### src/rtl/pfd.sv
// Sampled phase-frequency detector: synchronized refclk/finalclk rising edges set up/down; both high clears.
// Define PFD_RESET_DELAY_EN to hold the up/down overlap for RST_DLY cycles before the clear.
module pfd #(
  parameter int SYNC_STAGES = 2,
  parameter int RST_DLY     = 2
) (
  input  logic clk,
  input  logic rst_n,
  input  logic d,
  input  logic refclk,
  input  logic finalclk,
  output logic up,
  output logic down
);

  if (SYNC_STAGES < 2 || SYNC_STAGES > 4) begin : g_bad_sync_stages
    $error("pfd: SYNC_STAGES must be within 2..4");
  end
  if (RST_DLY < 1 || RST_DLY > 15) begin : g_bad_rst_dly
    $error("pfd: RST_DLY must be within 1..15");
  end

  // Channel 0 is refclk/up, channel 1 is finalclk/down.
  logic [SYNC_STAGES-1:0] ref_sync_reg;
  logic [SYNC_STAGES-1:0] fb_sync_reg;
  logic [1:0]             prev_reg;
  logic [1:0]             flag_reg;
  logic [1:0]             flag_next;
  logic [1:0]             sync_last;
  logic [1:0]             rise;
  logic                   both;
  logic                   clear;
  logic                   hold_ovl;

  always_ff @(posedge clk or negedge rst_n) begin
    if (!rst_n) begin
      ref_sync_reg <= '0;
      fb_sync_reg  <= '0;
      prev_reg     <= '0;
    end else begin
      ref_sync_reg <= {ref_sync_reg[SYNC_STAGES-2:0], refclk};
      fb_sync_reg  <= {fb_sync_reg[SYNC_STAGES-2:0], finalclk};
      prev_reg     <= sync_last;
    end
  end

  assign sync_last = {fb_sync_reg[SYNC_STAGES-1], ref_sync_reg[SYNC_STAGES-1]};
  assign rise      = sync_last & ~prev_reg;
  assign both      = flag_reg[0] & flag_reg[1];

`ifdef PFD_RESET_DELAY_EN
  localparam logic [3:0] CLR_AT = 4'(RST_DLY - 1);

  logic [3:0] cnt_reg;
  logic [3:0] cnt_next;

  // Overlap is counted from its first cycle; the clear lands on the RST_DLY-th.
  always_comb begin
    clear    = both && (cnt_reg == CLR_AT);
    hold_ovl = both && !clear;
    cnt_next = hold_ovl ? cnt_reg + 4'd1 : 4'd0;
  end

  always_ff @(posedge clk or negedge rst_n) begin
    if (!rst_n) begin
      cnt_reg <= 4'd0;
    end else begin
      cnt_reg <= cnt_next;
    end
  end
`else
  always_comb begin
    clear    = both;
    hold_ovl = 1'b0;
  end
`endif

  // A rising edge in the clear cycle re-arms its flag instead of being lost.
  always_comb begin
    flag_next = flag_reg;
    for (int i = 0; i < 2; i++) begin
      if (clear) begin
        flag_next[i] = rise[i] & d;
      end else if (hold_ovl) begin
        flag_next[i] = flag_reg[i];
      end else if (rise[i] && d) begin
        flag_next[i] = 1'b1;
      end
    end
  end

  always_ff @(posedge clk or negedge rst_n) begin
    if (!rst_n) begin
      flag_reg <= 2'b00;
    end else begin
      flag_reg <= flag_next;
    end
  end

  assign up   = flag_reg[0];
  assign down = flag_reg[1];

endmodule

### config.mk
export PLATFORM = sky130hd
export DESIGN_NAME = pfd
export DESIGN_NICKNAME = d
export VERILOG_FILES = /design/src/rtl/pfd.sv
export SDC_FILE = /design/constraint.sdc
export NUM_CORES = 1
export LEC_CHECK = 0
export CAP_MARGIN = 0
export CELL_PAD_IN_SITES_DETAIL_PLACEMENT = 1
export CELL_PAD_IN_SITES_GLOBAL_PLACEMENT = 2
export CORE_AREA = 5 5 42 44
export DETAILED_ROUTE_END_ITERATION = 7
export DIE_AREA = 0 0 47 49
export PLACE_DENSITY_LB_ADDON = 0.1
export SYNTH_ARGS = -nofsm -noshare
export SYNTH_HDL_FRONTEND = slang
export SYNTH_SLANG_ARGS = --single-unit
### constraint.sdc
create_clock -name clk -period 0.8 [get_ports clk]
set_input_delay 0.12 -clock clk [delete_from_list [all_inputs] [get_ports clk]]
set_output_delay 0.12 -clock clk [all_outputs]
set_load 0.02 [all_outputs]
* Yosys cells after proc, flatten, opt, wreduce, memory -nomap -nowiden *
Index checks and enable logic that the tools add are counted.

operators by class
  bitwise operators = 5
  reductions and logical operators = 4
  muxes and demuxes = 4

operators with widths
  cell                 number
  $mux W1              4
  $reduce_bool A2 Y1   2
  $and A1 B1 Y1        3
  $and A2 B2 Y2        1
  $logic_and A1 B1 Y1  2
  $not A2 Y2           1

word-level totals
  bits in registers = 8
  output and inout port bits = 2
  logic and storage cells = 18
  input port bits = 5

* Logic depth before layout (Yosys ltp) *
Gate-level depths: netlist (run 1).

  word-level depth = 5
  mapped depth = 2
  gate-level depth less buffers = 2

* Worst setup path before layout (run 1) *
No wires, ideal clock.

  path kind = reg-to-reg
  from = register flag_reg[1]
  to = register flag_reg[0]
  library setup time = 0.122 ns
  slack = -0.009 ns
  data required time = 0.678 ns
  path buffers = 0
  data arrival time = 0.688 ns
  stages on the path, launching flop included = 3
  clock period less this slack = 0.809 ns
  cells stage by stage = dfrtp_1 inv_1 a32o_1

on the way
  word-level cells in the longest chain between the ends = 2
  elaborated cells between the ends (all ways) = 3
  those cells by class = mux (1); bitwise (1); reduce/logical (1)

ends and longest elaborated chain
  item                                           line  RTL
  start, declared                                27    logic [1:0] flag_reg;
  start signal, assigned                         96    flag_reg <= flag_next;
  $and A1 B1 Y1 *                                49    assign both = flag_reg[0] & flag_reg[1];
  $mux W1 or $reduce_bool A2 Y1 (tied branches)  n/a

Mark *: on every way between the ends. The rest lies on a longest branch, timed or not.
A chain may end at the register's enable or synchronous reset.

* Worst setup path in the final report (run 1) *
  from = register flag_reg[0]
  to = output port up

RTL lines
  item           line  RTL
  end, declared  12    output logic up,

No word-level cell between the ends.

==> results, run 1 <==
- The floorplan die area is 2300 um2.
- The final hold violation count is 0.
- In this run the count of I/O pins placed on the die edge is 7.
- The diode insertion count for antenna repair is 0.
- Clock tree synthesis selected as its root buffer the cell sky130_fd_sc_hd__clkbuf_4.
- The floorplan step set the die width to 47 um.
- The routed design has 398 um of wire.
- The via count is 142.
- The worst-case setup slack after placement is -0.261 ns.
- The post-CTS setup buffer count is 0.
- Global routing consumed, over all layers together, 4.34% of the routing resources.
- The TritonCTS clock tree is done.
- The per-cell routed wire length is 9.71 um.
- In this run the number of H-tree levels came out at 1.
- On the critical path, the stage with the largest delay is an instance of sky130_fd_sc_hd__dfrtp_1.
- The tightest hold path in the finished design has a slack of 0.149 ns.
- The cell depth of the worst setup path is 1.
- The worst endpoint data arrival time is 0.79 ns.
- Port buffering added 6 buffers.
- The area added between synthesis and finish is 56.0%.
- Of the total synthesized cell area, the portion taken by XOR and XNOR cells is 0%.
- Global routing finished with a remaining overflow of 0.
- After layout, the worst path uses 114% of the clock period.
- The number of sinks driven by the clock tree is 8.
- The design draws 954 uW.
- The initial core utilization is 16.4%.
- In the layout the commonest cells are sky130_fd_sc_hd__dfrtp_1 (7), sky130_fd_sc_hd__clkdlybuf4s50_1 (4), sky130_fd_sc_hd__clkbuf_4 (3), sky130_fd_sc_hd__buf_6 (3), sky130_fd_sc_hd__inv_1 (2).
- After legalization and detailed placement, the total HPWL measured 297 um.
- Yosys mapped the design onto 5 distinct sky130hd cell types.
- For this run, the slowest stage of the critical path takes 0.40 ns.
- The flow ran to the end, but the final reports show violations.
- The cell area that synthesis handed to floorplanning was 230 um2.
- The ratio of cells with drive above 1 in the final layout is 32.0%.
- The maximum fanout along the worst path is 2.
- At the end of routability-driven placement, the weighted congestion stood at 0.643.
- The critical path launch point type is a flip-flop.
- The worst path in the final design needs a cycle of 0.908 ns, including I/O delays and setup.
- The first global-routing pass estimated 579 um of wire.
- After Yosys synthesis, and, or, nand and nor cells account for 3.26% of the synthesized area.
- The sequential element share of the synthesized area is 87.0%.
- Including well taps, the total number of placed cells is 37.
- In this run the power density over the cells is 2660 nW/um2.
- Entering global routing, the biggest net connects 9 pins.
- No sink is reached through more buffers than the 2 on the longest clock path.
- The synthesized net count is 18.
- TritonCTS created 3 clock buffers.
- The number of endpoints failing setup at the final stage is 3.
- For the worst setup path, the data required time is 0.68 ns.
- The post-layout worst setup margin is -0.108 ns.
- The cell area after layout is 359 um2.
- The number of cells traversed by the worst register-to-register path is 2.
- In this run, synthesis produced a sequential element count of 8.
- In this run the remaining antenna-violating nets after routing total 0.
- Synthesis produced 13 cells.
- After detailed routing, the number of remaining DRC violations is 0.
- Excluding fillers, the count of instances in the completed layout stands at 41.
- The worst-skew pair later-pin latency is 0.25 ns.
- Measured along the y axis, the die boundary spans 49 um.
- The net count of the finished layout is 31.
- The number of buffer and inverter stages on the critical path is 1.
- In the routed layout, each cell is associated on average with a via count of 3.46.
- The standard cell core area is 1400 um2.
- VDD sags by at most 0.000515 V.
- The signal on the critical path passes through buf_6.
- The kind of end point of the critical path is a primary output.
- The initial antenna violation count came to 0.
- At the pin with the least slew margin, the transition time is 0.124 ns.
- The final reports fail on negative setup slack.
- Between clock sinks in the finished design, the worst skew comes to 0.00217 ns.
- The detailed-routing iteration count for the pre-antenna-repair pass is 2.
- The count of routing violations after the opening detailed-route iteration is 1.
- Multiplexer cells account for 0% of the synthesized area.
- The number of max-capacitance violations reported is 0.
- Setup repair after global routing could not meet its margin everywhere.
- Grouping stages by cell kind, the critical path spends the most delay in flip-flops.
- By area, the combinational part of the netlist is dominated by compound AO/OA/AOI/OAI gates.
- After clock tree synthesis, the clock-pin slew on the worst setup and hold paths is 0.06 ns.
- The max-slew violation count is 0.
- The count of synthesis-stage warnings from yosys is 0.
- The post-synthesis compound-gate area fraction is 6.52%.
- The top achievable clock speed is 1100 MHz.
- The via count of the first global-routing pass came to 153.
- The adder-cell area share of the yosys netlist is 0%.
- The standard-cell row count is 14.
- The average cell area after synthesis is 17.7 um2.
- Leaving out fill and tap cells, the most frequent cell in the layout is sky130_fd_sc_hd__dfrtp_1.
- The path class of the tightest hold or removal check is in2async.
- The analysis attributes to cell leakage a power of 0.162 nW.
- Hold repair after CTS inserted 0 buffers.
- The placed standard-cell area is 327 um2.
- The worst setup path is of the reg2out kind.
- Measured against its own limit, the worst slew margin works out to 91.7%.
[path summary, 6_finish.rpt]
check,start,slack (ns),end
worst max-delay path,flag_reg[0]$_DFFE_PN0P_,-0.11,up
worst min-delay path,rst_n,0.15,fb_sync_reg[0]$_DFF_PN0_
worst max register to register,flag_reg[0]$_DFFE_PN0P_,-0.03,flag_reg[0]$_DFFE_PN0P_
worst min register to register,ref_sync_reg[0]$_DFF_PN0_,0.35,ref_sync_reg[1]$_DFF_PN0_
max in group asynchronous,rst_n,0.52,flag_reg[1]$_DFFE_PN0P_
min in group clk,finalclk,0.31,fb_sync_reg[0]$_DFF_PN0_
[stage by stage]
stage                     util, %  TNS [ns]
final                        25.6    -0.242
after detailed placement     23.3    -0.726
after CTS                    25.6    -0.283
after global placement       23.3    -0.666
after global routing         25.6    -0.326
after floorplan                 -         0
[kinds of logic after synthesis]
kind of cell	after synthesis
simple gates	1
flops	8
compound gates	2
buf+inv	2
[cell type report]
class | instances | area, um2
Inverter | 2 | 7.51
Fill cell | 166 | 1040
Clock buffer | 4 | 26.3
Timing Repair Buffer | 8 | 81.3
Sequential cell | 8 | 201
Multi-Input combinational cell | 3 | 22.5
Tap cell | 16 | 20.0
[report_power, final]
group	total (mW)	internal (mW)	switching (mW)
Combinational	0.158	0.0929	0.0654
Clock	0.328	0.191	0.137
Sequential	0.468	0.445	0.0233
Total	0.954	0.728	0.225
[synth_stat cells, drive strengths merged]
cell | n | share of area, %
nand3b | 1 | 3.3
dfrtp | 8 | 87
a32o | 1 | 4.3
inv | 2 | 3.3
o21ai | 1 | 2.2
[what timing repair did]
| action | 4_1_cts | 5_1_grt |
|---|---|---|
| pin swaps | 1 | 0 |
| resized for setup | 14 | 0 |
| setup endpoints to repair | 4 | 3 |
[metal layers]
| metal | global-route usage, % | vias to the layer above | routed length [um] |
|---|---|---|---|
| li1 | - | 65 | - |
| met5 | 0 | - | 0 |
| met2 | 4.30 | 7 | 194 |
| met3 | 3.69 | 0 | 59 |
| met4 | 6.91 | 0 | 0 |
| met1 | 3.85 | 70 | 144 |
No activity file was read; power rests on OpenSTA's default activity.
==> run 2, diff against run 1 <==
--- a/config.mk
+++ b/config.mk
@@ -12,6 +12,7 @@
 export DETAILED_ROUTE_END_ITERATION = 7
 export DIE_AREA = 0 0 47 49
 export PLACE_DENSITY_LB_ADDON = 0.1
+export SLEW_MARGIN = 30
 export SYNTH_ARGS = -nofsm -noshare
 export SYNTH_HDL_FRONTEND = slang
 export SYNTH_SLANG_ARGS = --single-unit
==> results of run 2 <==
The final DEF is identical to that of run 1; final timing and power are the same.
